<file path="src/rtl/microsequencer_pkg.sv">
// Shared constants for the microsequencer: next-state modes, condition
// selects and default microstate parameters.
package microsequencer_pkg;

  // Default geometry and special microstates
  localparam int STATE_W_DEF     = 5;
  localparam int RESET_STATE_DEF = 0;
  localparam int TRAP_STATE_DEF  = 31;
  localparam int WAIT_MAX_DEF    = 15;

  // Wait counter is wide enough for WAIT_MAX up to 255
  localparam int CNT_W = 8;

  // Next-state modes {N2,N1,N0}
  localparam logic [2:0] N_ENC  = 3'b000;
  localparam logic [2:0] N_CR   = 3'b001;
  localparam logic [2:0] N_INC  = 3'b010;
  localparam logic [2:0] N_CBR  = 3'b011;
  localparam logic [2:0] N_CENC = 3'b100;
  localparam logic [2:0] N_WAIT = 3'b101;
  localparam logic [2:0] N_RET  = 3'b110;
  localparam logic [2:0] N_CALL = 3'b111;

  // Condition selects {S1,S0}
  localparam logic [1:0] S_MOC   = 2'b00;
  localparam logic [1:0] S_BCOND = 2'b01;
  localparam logic [1:0] S_ANNUL = 2'b10;
  localparam logic [1:0] S_TRUE  = 2'b11;

endpackage

</file>
<file path="src/rtl/microseq_next_sel.sv">
// Combinational next-microstate selection: condition mux, incrementer and
// the per-mode next-state choice, including trap redirection for wait
// timeout and return-without-call.
module microseq_next_sel
  import microsequencer_pkg::*;
#(
  parameter int STATE_W    = STATE_W_DEF,
  parameter int TRAP_STATE = TRAP_STATE_DEF
) (
  input  logic [2:0]         n_sel,
  input  logic               inv,
  input  logic [1:0]         s_sel,
  input  logic [STATE_W-1:0] cr,
  input  logic [STATE_W-1:0] enc_state,
  input  logic               moc,
  input  logic               bcond,
  input  logic               annul,
  input  logic [STATE_W-1:0] state,
  input  logic [STATE_W-1:0] ret_addr,
  input  logic               ret_valid,
  input  logic               wait_at_limit,
  output logic [STATE_W-1:0] next_state,
  output logic [STATE_W-1:0] inc,
  output logic               cond,
  output logic               timeout,
  output logic               ret_err
);

  localparam logic [STATE_W-1:0] TRAP = STATE_W'(TRAP_STATE);

  logic c_raw;

  // Select the raw condition and apply optional inversion
  always_comb begin
    c_raw = 1'b1;
    case (s_sel)
      S_MOC:   c_raw = moc;
      S_BCOND: c_raw = bcond;
      S_ANNUL: c_raw = annul;
      S_TRUE:  c_raw = 1'b1;
      default: c_raw = 1'b1;
    endcase
    cond = c_raw ^ inv;
    inc  = state + 1'b1;  // wraps naturally at 2^STATE_W
  end

  // Choose the next microstate for the current mode
  always_comb begin
    next_state = state;
    timeout    = 1'b0;
    ret_err    = 1'b0;
    case (n_sel)
      N_ENC:  next_state = enc_state;
      N_CR:   next_state = cr;
      N_INC:  next_state = inc;
      N_CBR:  next_state = cond ? cr : inc;
      N_CENC: next_state = cond ? cr : enc_state;
      N_WAIT: begin
        // A completing condition on the limit cycle still advances normally
        if (cond) begin
          next_state = inc;
        end else if (wait_at_limit) begin
          next_state = TRAP;
          timeout    = 1'b1;
        end else begin
          next_state = state;
        end
      end
      N_RET: begin
        if (ret_valid) begin
          next_state = ret_addr;
        end else begin
          next_state = TRAP;
          ret_err    = 1'b1;
        end
      end
      N_CALL: next_state = cr;
      default: next_state = state;
    endcase
  end

endmodule

</file>
<file path="src/rtl/microsequencer.sv">
// Microprogram next-state sequencer: registers the next microstate, keeps a
// single-level return address and supervises memory waits with a timeout.
module microsequencer
  import microsequencer_pkg::*;
#(
  parameter int STATE_W     = STATE_W_DEF,
  parameter int RESET_STATE = RESET_STATE_DEF,
  parameter int TRAP_STATE  = TRAP_STATE_DEF,
  parameter int WAIT_MAX    = WAIT_MAX_DEF
) (
  input  logic               clk,
  input  logic               reset_n,
  input  logic [2:0]         n_sel,
  input  logic               inv,
  input  logic [1:0]         s_sel,
  input  logic [STATE_W-1:0] cr,
  input  logic [STATE_W-1:0] enc_state,
  input  logic               moc,
  input  logic               bcond,
  input  logic               annul,
  output logic [STATE_W-1:0] state,
  output logic               mem_timeout,
  output logic               ret_err
);

  logic [STATE_W-1:0] next_state;
  logic [STATE_W-1:0] inc;
  logic [STATE_W-1:0] ret_addr;
  logic               ret_valid;
  logic [CNT_W-1:0]   wait_cnt;
  logic               cond;
  logic               timeout_c;
  logic               ret_err_c;
  logic               wait_at_limit;
  logic               wait_stall;

  assign wait_at_limit = (wait_cnt == CNT_W'(WAIT_MAX - 1));
  assign wait_stall    = (n_sel == N_WAIT) && !cond;

  microseq_next_sel #(
    .STATE_W    (STATE_W),
    .TRAP_STATE (TRAP_STATE)
  ) u_next_sel (
    .n_sel         (n_sel),
    .inv           (inv),
    .s_sel         (s_sel),
    .cr            (cr),
    .enc_state     (enc_state),
    .moc           (moc),
    .bcond         (bcond),
    .annul         (annul),
    .state         (state),
    .ret_addr      (ret_addr),
    .ret_valid     (ret_valid),
    .wait_at_limit (wait_at_limit),
    .next_state    (next_state),
    .inc           (inc),
    .cond          (cond),
    .timeout       (timeout_c),
    .ret_err       (ret_err_c)
  );

  // Microstate register and one-cycle error pulses
  always_ff @(posedge clk or negedge reset_n) begin
    if (!reset_n) begin
      state       <= STATE_W'(RESET_STATE);
      mem_timeout <= 1'b0;
      ret_err     <= 1'b0;
    end else begin
      state       <= next_state;
      mem_timeout <= timeout_c;
      ret_err     <= ret_err_c;
    end
  end

  // Wait counter: counts stalled wait cycles, restarts on any other cycle
  always_ff @(posedge clk or negedge reset_n) begin
    if (!reset_n) begin
      wait_cnt <= '0;
    end else if (wait_stall && !wait_at_limit) begin
      wait_cnt <= wait_cnt + 1'b1;
    end else begin
      wait_cnt <= '0;
    end
  end

  // Single-level return address: call saves state+1, return consumes it
  always_ff @(posedge clk or negedge reset_n) begin
    if (!reset_n) begin
      ret_addr  <= '0;
      ret_valid <= 1'b0;
    end else if (n_sel == N_CALL) begin
      ret_addr  <= inc;
      ret_valid <= 1'b1;
    end else if (n_sel == N_RET) begin
      ret_valid <= 1'b0;
    end
  end

endmodule

</file>
<file path="config.mk">
export PLATFORM = sky130hd
export DESIGN_NAME = microsequencer
export DESIGN_NICKNAME = d
export VERILOG_FILES = /design/src/rtl/microsequencer_pkg.sv /design/src/rtl/microseq_next_sel.sv /design/src/rtl/microsequencer.sv
export SDC_FILE = /design/constraint.sdc
export NUM_CORES = 1
export LEC_CHECK = 0
export CORE_ASPECT_RATIO = 1.5
export CORE_MARGIN = 3
export CORE_UTILIZATION = 49
export CTS_CLUSTER_DIAMETER = 40
export CTS_CLUSTER_SIZE = 8
export DETAILED_ROUTE_END_ITERATION = 7
export GPL_TIMING_DRIVEN = 0
export MAX_ROUTING_LAYER = met4
export PLACE_DENSITY = 0.8
export SLEW_MARGIN = 25
export SYNTH_ARGS = -nofsm -noshare
export SYNTH_HDL_FRONTEND = slang
export SYNTH_SLANG_ARGS = --single-unit
</file>
<file path="constraint.sdc">
create_clock -name clk -period 2 [get_ports clk]
set_input_delay 0.2 -clock clk [delete_from_list [all_inputs] [get_ports clk]]
set_output_delay 0.2 -clock clk [all_outputs]
set_load 0.005 [all_outputs]
</file>
Word-level counts from Yosys, hierarchy flattened
Index checks and enable logic that the tools add are counted.

Flip-flop bits (word level): 21. Bits in latches: 0. Bits in writable memories: 0. Memory bits (read-only): 0. Input bits: 21. Output and inout port bits: 7. Memories kept: 0.

Add/subtract/negate cells: 2. Multiply operators: 0. Div/mod/pow operators: 0. $lt $le $gt $ge: 0. Equal/unequal tests: 12. Shift-type cells: 0. Mux-type cells: 15. Bitwise operators: 1. Reduce and logical (&&, ||, !) cells: 8.

Operators with widths (count): 5-bit case mux with 7 select lines (1); 5-bit 2-to-1 mux (5); 3-bit equality test, second input constant (4); 8-bit by 1-bit adder with 8-bit output, second input constant (1); 8-bit by 4-bit equality test with 1-bit output, second input constant (1); 8-bit 2-to-1 mux (1); 1-bit 2-to-1 mux (7); 3-bit by 2-bit equality test with 1-bit output, second input constant (2); 5-bit by 1-bit adder with 5-bit output, second input constant (1); 2-bit equality test, second input constant (2); 1-bit case mux with 4 select lines (1); 3-bit by 1-bit equality test with 1-bit output, second input constant (1); 3-bit zero test (1); 3-bit inequality test, second input constant (1); 2-bit by 1-bit equality test with 1-bit output, second input constant (1); 1-bit logical AND (2); 1-bit zero test (2); 2-bit zero test (1); 2-bit nonzero test (1); 2-bit OR reduction (1); 1-bit bitwise XOR (1).

Longest topological paths before layout
Depth after elaboration: 7. Gate-level depth with buffers: 7.

Hierarchy
From an unflattened synthesis, not the netlist that was laid out.

Cell total of the unflattened synthesis: 163. Area total of the unflattened synthesis: 1483.9 µm².

By module, submodules not included: microsequencer (times used 1, cells an instance 62, area an instance 812.0 µm²); microseq_next_sel (times used 1, cells an instance 101, area an instance 671.9 µm²).

Worst setup path before layout
Ideal clock, no wire load.

Path kind: in2reg. Start point: in s_sel[0]. End point: reg state[4]. Setup time: 0.127 ns. Data arrival time: 1.554 ns. Data required time: 1.873 ns. Slack: 0.319 ns. Stages: 7. Cells stage by stage: mux2_2 o211ai_2 nand2_4 or3b_4 buf_6 o22ai_2 a31oi_1.

Word-level cells in the longest chain between the ends: 5.

RTL lines: from (decl) (line microsequencer.sv:15) `input logic [1:0] s_sel,`; 2-bit equality test (tied with other cells) (line microseq_next_sel.sv:36) `case (s_sel)`; 1-bit case mux with 4 select lines * (line microseq_next_sel.sv:36); 1-bit bitwise XOR * (line microseq_next_sel.sv:43) `cond = c_raw ^ inv;`; 5-bit 2-to-1 mux, on equally long branches (line microseq_next_sel.sv:60, microseq_next_sel.sv:56, microseq_next_sel.sv:57); 5-bit case mux with 7 select lines (line microseq_next_sel.sv:52) `case (n_sel)`; to (signal assigned) (line microsequencer.sv:66) `state <= STATE_W'(RESET_STATE);`; to (signal assigned) (line microsequencer.sv:70) `state <= next_state;`; to (decl) (line microsequencer.sv:21) `output logic [STATE_W-1:0] state,`.

Every way passes the cells marked *; elsewhere a longest branch is shown, timed or not. A chain may end at the register's enable or synchronous reset.

Final worst setup path
Ends and elaborated chain as after synthesis.

==> impl_results.md <==
* Count of clock tree sinks at 21
* Initial core utilization at between 50% and 60%
* Synth Warn # at 0
* Most frequent cells in the layout: sky130_fd_sc_hd__clkdlybuf4s50_1, sky130_fd_sc_hd__dfrtp_1, sky130_fd_sc_hd__nor2_1
* Cell row count at 21
* Busiest metal layer after global routing: met2
* Post-CTS Hold Fix Bufs at 0
* Most common cell after layout, fill and taps aside: sky130_fd_sc_hd__clkdlybuf4s50_1
* Share of total power consumed by net switching at a little under a third
* Vias in the first global route at between 1000 and 1500
* Die height at 67.74 um
* Relative max-transition margin at ~37%
* GRT met1 Usage at between 20% and 30%
* DR pass1 iterations at 4
* Insertion delay to the later sink of the worst-skew pair at roughly 0.31 ns
* Aggregate global routing overflow at 0
* DR WL/cell at about 16 um
* Hold path startpoint: s_sel[1]
* 1st-iter DRT viols at 23
* Count of different cell masters after synthesis at 36
* Area of the die at about 3200 um2
* Number of vias after detailed routing at 1136
* Post-route DRC at 0
* Setup-failing EPs final at 0
* Leakage power figure at around 0.00068 uW
* Worst slack after detailed placement at -0.3013 ns
* Count of buffers from port buffering at 26
* GPL Wtd Cong at between 0.8 and 0.9
* Share of final-layout standard cells stronger than drive strength 1 at between 10% and 20%
* CTS tree: built
* Clock input transition at the sequential cells of the worst setup and hold paths at about 0.12 ns
* Design internal power at roughly 740 uW
* Met3 usage at under 10%
* Placed cell area at ~1500 um2
* Global-route wire length before repair at 4560 um
* Largest voltage drop on the vdd net at 0.4520 mV
* Clock buffer depth at 2
* Total inserted antenna cells at 0
* Post-synthesis instance total at 133
* Synthesized area at between 1000 and 1500 um2
* End point of the worst hold path: mem_timeout$_DFF_PN0_
* Seq pwr share at roughly half
* Cells on Worst Hold Path at 4
* Final setup margin at about 0.036 ns
* Gate power share at 30.5%
* Detailed Place HPWL at between 2000 and 2500 um
* Remaining antenna violation count at 0
* Clk network pwr share at between 10% and 20%
* Synth Net Count at around 160
* Met2 Usage GRT at a little under a third
* Pin count of the biggest net entering global routing at 22
* Slew @ Worst Pin at roughly 0.94 ns
* Outcome: completed
* Core Box Area at between 2000 and 2500 um2
* Worst hold-check path type: input pin to flip-flop
* Clock period minus final worst setup slack at 1.964 ns
* Achievable clock frequency at roughly 0.51 GHz
* H-tree depth reported by CTS at 1
* Worst endpoint required time at roughly 2.2 ns
* Hold Fails Final Rpt at 0
* Final slew viol count at 0
* Number of synthesized register bits at 21
* Average vias per placed instance at between 5 and 6
* Sw Pwr at ~330 uW
* Clk_skew at roughly 0.0044 ns
* Endpoint of the worst register-to-register path: state[4]$_DFFE_PN0N_
* R2R cell count at 7
* Area of all placed cells without fillers at between 1500 and 2000 um2
* I/O pin total at 28
* Total wirelength of the detailed-routed design at 2983 um
* Share of the clock period used by the worst path at between 90% and 100%
* Floorplan die width at 47.16 um
* Category of the critical setup timing path: input pin to flip-flop
* CTS root buf: sky130_fd_sc_hd__clkbuf_4
* Arrival time at the worst endpoint at between 2 and 2.5 ns
* Pwr dens at about 660 nW/um2
* Max Cap Violations at 0
* Final core utilization at a little over two thirds
* Launch instance of the worst register-to-register path: wait_cnt[0]$_DFF_PN0_
* Critical path startpoint category: input pin
* Average cell area after synthesis at roughly 9.4 um2
* Reg-to-reg slack, setup at roughly 0.36 ns
* Inserted Clock Buffers at 3
* Final net count at roughly 190
* Number of antenna violations at the first check in global routing at 0
* Worst-path maximum fanout at 10
* GR Util All Layers at roughly a fifth
* Worst Setup End Kind: flip-flop
* Portion of the post-synthesis area used by sequential elements at a little over two fifths
* Area overhead of the layout relative to synthesis at 30.75%
worst max-delay path: stages:
cell and delay (ns):
sky130_fd_sc_hd__clkdlybuf4s50_1 0.48, sky130_fd_sc_hd__mux2_2 0.38, sky130_fd_sc_hd__o211ai_4 0.23, sky130_fd_sc_hd__nand2_4 0.11
sky130_fd_sc_hd__or3b_4 0.42, sky130_fd_sc_hd__buf_6 0.16, sky130_fd_sc_hd__o22ai_2 0.13, sky130_fd_sc_hd__a31oi_1 0.06
synthesized netlist by cell type:
cell type | count | area [um2]
sky130_fd_sc_hd__o221a_2 | 3 | 33.78
sky130_fd_sc_hd__or3b_4 | 1 | 11.26
sky130_fd_sc_hd__nor4_1 | 1 | 6.260
sky130_fd_sc_hd__nand4_1 | 3 | 18.77
sky130_fd_sc_hd__or3_1 | 2 | 12.51
sky130_fd_sc_hd__nand2_1 | 11 | 41.29
sky130_fd_sc_hd__nand2b_1 | 11 | 68.82
sky130_fd_sc_hd__o22ai_2 | 1 | 12.51
sky130_fd_sc_hd__and2_1 | 3 | 18.77
sky130_fd_sc_hd__a31oi_1 | 2 | 12.51
sky130_fd_sc_hd__nor3_1 | 2 | 10.01
sky130_fd_sc_hd__a21o_1 | 1 | 7.510
sky130_fd_sc_hd__buf_6 | 1 | 11.26
sky130_fd_sc_hd__o21ai_0 | 6 | 30.03
sky130_fd_sc_hd__clkbuf_1 | 3 | 11.26
sky130_fd_sc_hd__mux2_2 | 2 | 22.52
sky130_fd_sc_hd__a211oi_1 | 2 | 15.01
sky130_fd_sc_hd__o221ai_1 | 2 | 17.52
sky130_fd_sc_hd__o211ai_2 | 1 | 12.51
sky130_fd_sc_hd__o22ai_1 | 2 | 12.51
sky130_fd_sc_hd__inv_1 | 6 | 22.52
sky130_fd_sc_hd__a21oi_1 | 6 | 30.03
sky130_fd_sc_hd__o22a_1 | 1 | 8.760
sky130_fd_sc_hd__nor2_1 | 14 | 52.55
sky130_fd_sc_hd__dfrtp_1 | 21 | 525.5
sky130_fd_sc_hd__xnor2_1 | 2 | 17.52
sky130_fd_sc_hd__xor2_1 | 6 | 52.55
sky130_fd_sc_hd__nor2b_1 | 1 | 6.260
sky130_fd_sc_hd__ha_1 | 3 | 37.54
sky130_fd_sc_hd__o211a_1 | 1 | 10.01
sky130_fd_sc_hd__or3b_1 | 1 | 8.760
sky130_fd_sc_hd__a22oi_1 | 1 | 7.510
sky130_fd_sc_hd__nand2_4 | 1 | 11.26
sky130_fd_sc_hd__nand3b_1 | 1 | 7.510
sky130_fd_sc_hd__o32a_1 | 4 | 40.04
sky130_fd_sc_hd__nand3_1 | 4 | 20.02
layout make-up:
| cell class | count | area (um2) |
|---|---|---|
| clock buffers | 3 | 22.52 |
| flip-flops and latches | 21 | 525.5 |
| clock inverters | 1 | 7.507 |
| repair buffers | 32 | 307.8 |
| inverters | 6 | 22.52 |
| multi-input cells | 102 | 690.7 |
| plain buffers | 4 | 22.52 |
| well taps | 23 | 28.78 |
| fillers | 185 | 684.4 |
how the worst max path moves through the flow:
stage	start	endpoint	slack (ns)	cells past startpoint
2_1_floorplan	s_sel[0]	state[4]$_DFFE_PN0N_	0.32	7
3_3_place_gp	s_sel[0]	state[4]$_DFFE_PN0N_	-0.30	8
3_5_place_dp	s_sel[0]	state[4]$_DFFE_PN0N_	-0.30	8
4_1_cts	s_sel[0]	state[4]$_DFFE_PN0N_	0.03	8
5_1_grt	s_sel[0]	state[2]$_DFFE_PN0N_	-0.02	8
6_report	s_sel[0]	state[4]$_DFFE_PN0N_	0.04	8
through the flow:
stage	cells	setup TNS, ns	power, uW	hold slack (ns)
final	192	0	1071	0.3650
after detailed placement	182	-2.323	839.9	0.4671
after global routing	192	-0.01763	1146	0.3634
after global placement	182	-2.322	830.9	0.4548
after floorplan	133	0	698.4	-0.09559
after CTS	186	0	1053	0.3327
cells by family (layout without fill, tap and decap cells):
family | after synthesis | in the layout | share of synthesized area, %
AND/OR/NAND/NOR | 56 | 56 | 23.62
AO/OA/AOI/OAI | 33 | 33 | 20.10
buffers and inverters | 10 | 46 | 3.618
adder cells (fa/ha/maj) | 3 | 3 | 3.015
XOR/XNOR | 8 | 8 | 5.628
flip-flops | 21 | 21 | 42.21
multiplexers | 2 | 2 | 1.809
power groups by stage:
stage          Combinational [uW]  Clock [uW]  Sequential (uW)
5_1_grt                       361         243              542
2_1_floorplan                 170           0              529
4_1_cts                       302         218              533
3_5_place_dp                  298           0              542
3_3_place_gp                  295           0              536
6_report                      326         211              534
timing repair:
action	CTS	global route
resized for setup	0	4
buffers inserted	0	6
setup endpoints to repair	0	4
registers in the layout, summed over array words and instances, names as in the netlist:
register     cells
mem_timeout      1
ret_addr         5
ret_err          1
ret_valid        1
state            5
wait_cnt         8
per-layer routing:
metal  wire length [um]  share of wire [%]
met3                137                4.6
met1               1235                 41
met5                  0                  0
met2               1509                 51
met4                100                3.4
(Power assumes the default switching activity.)
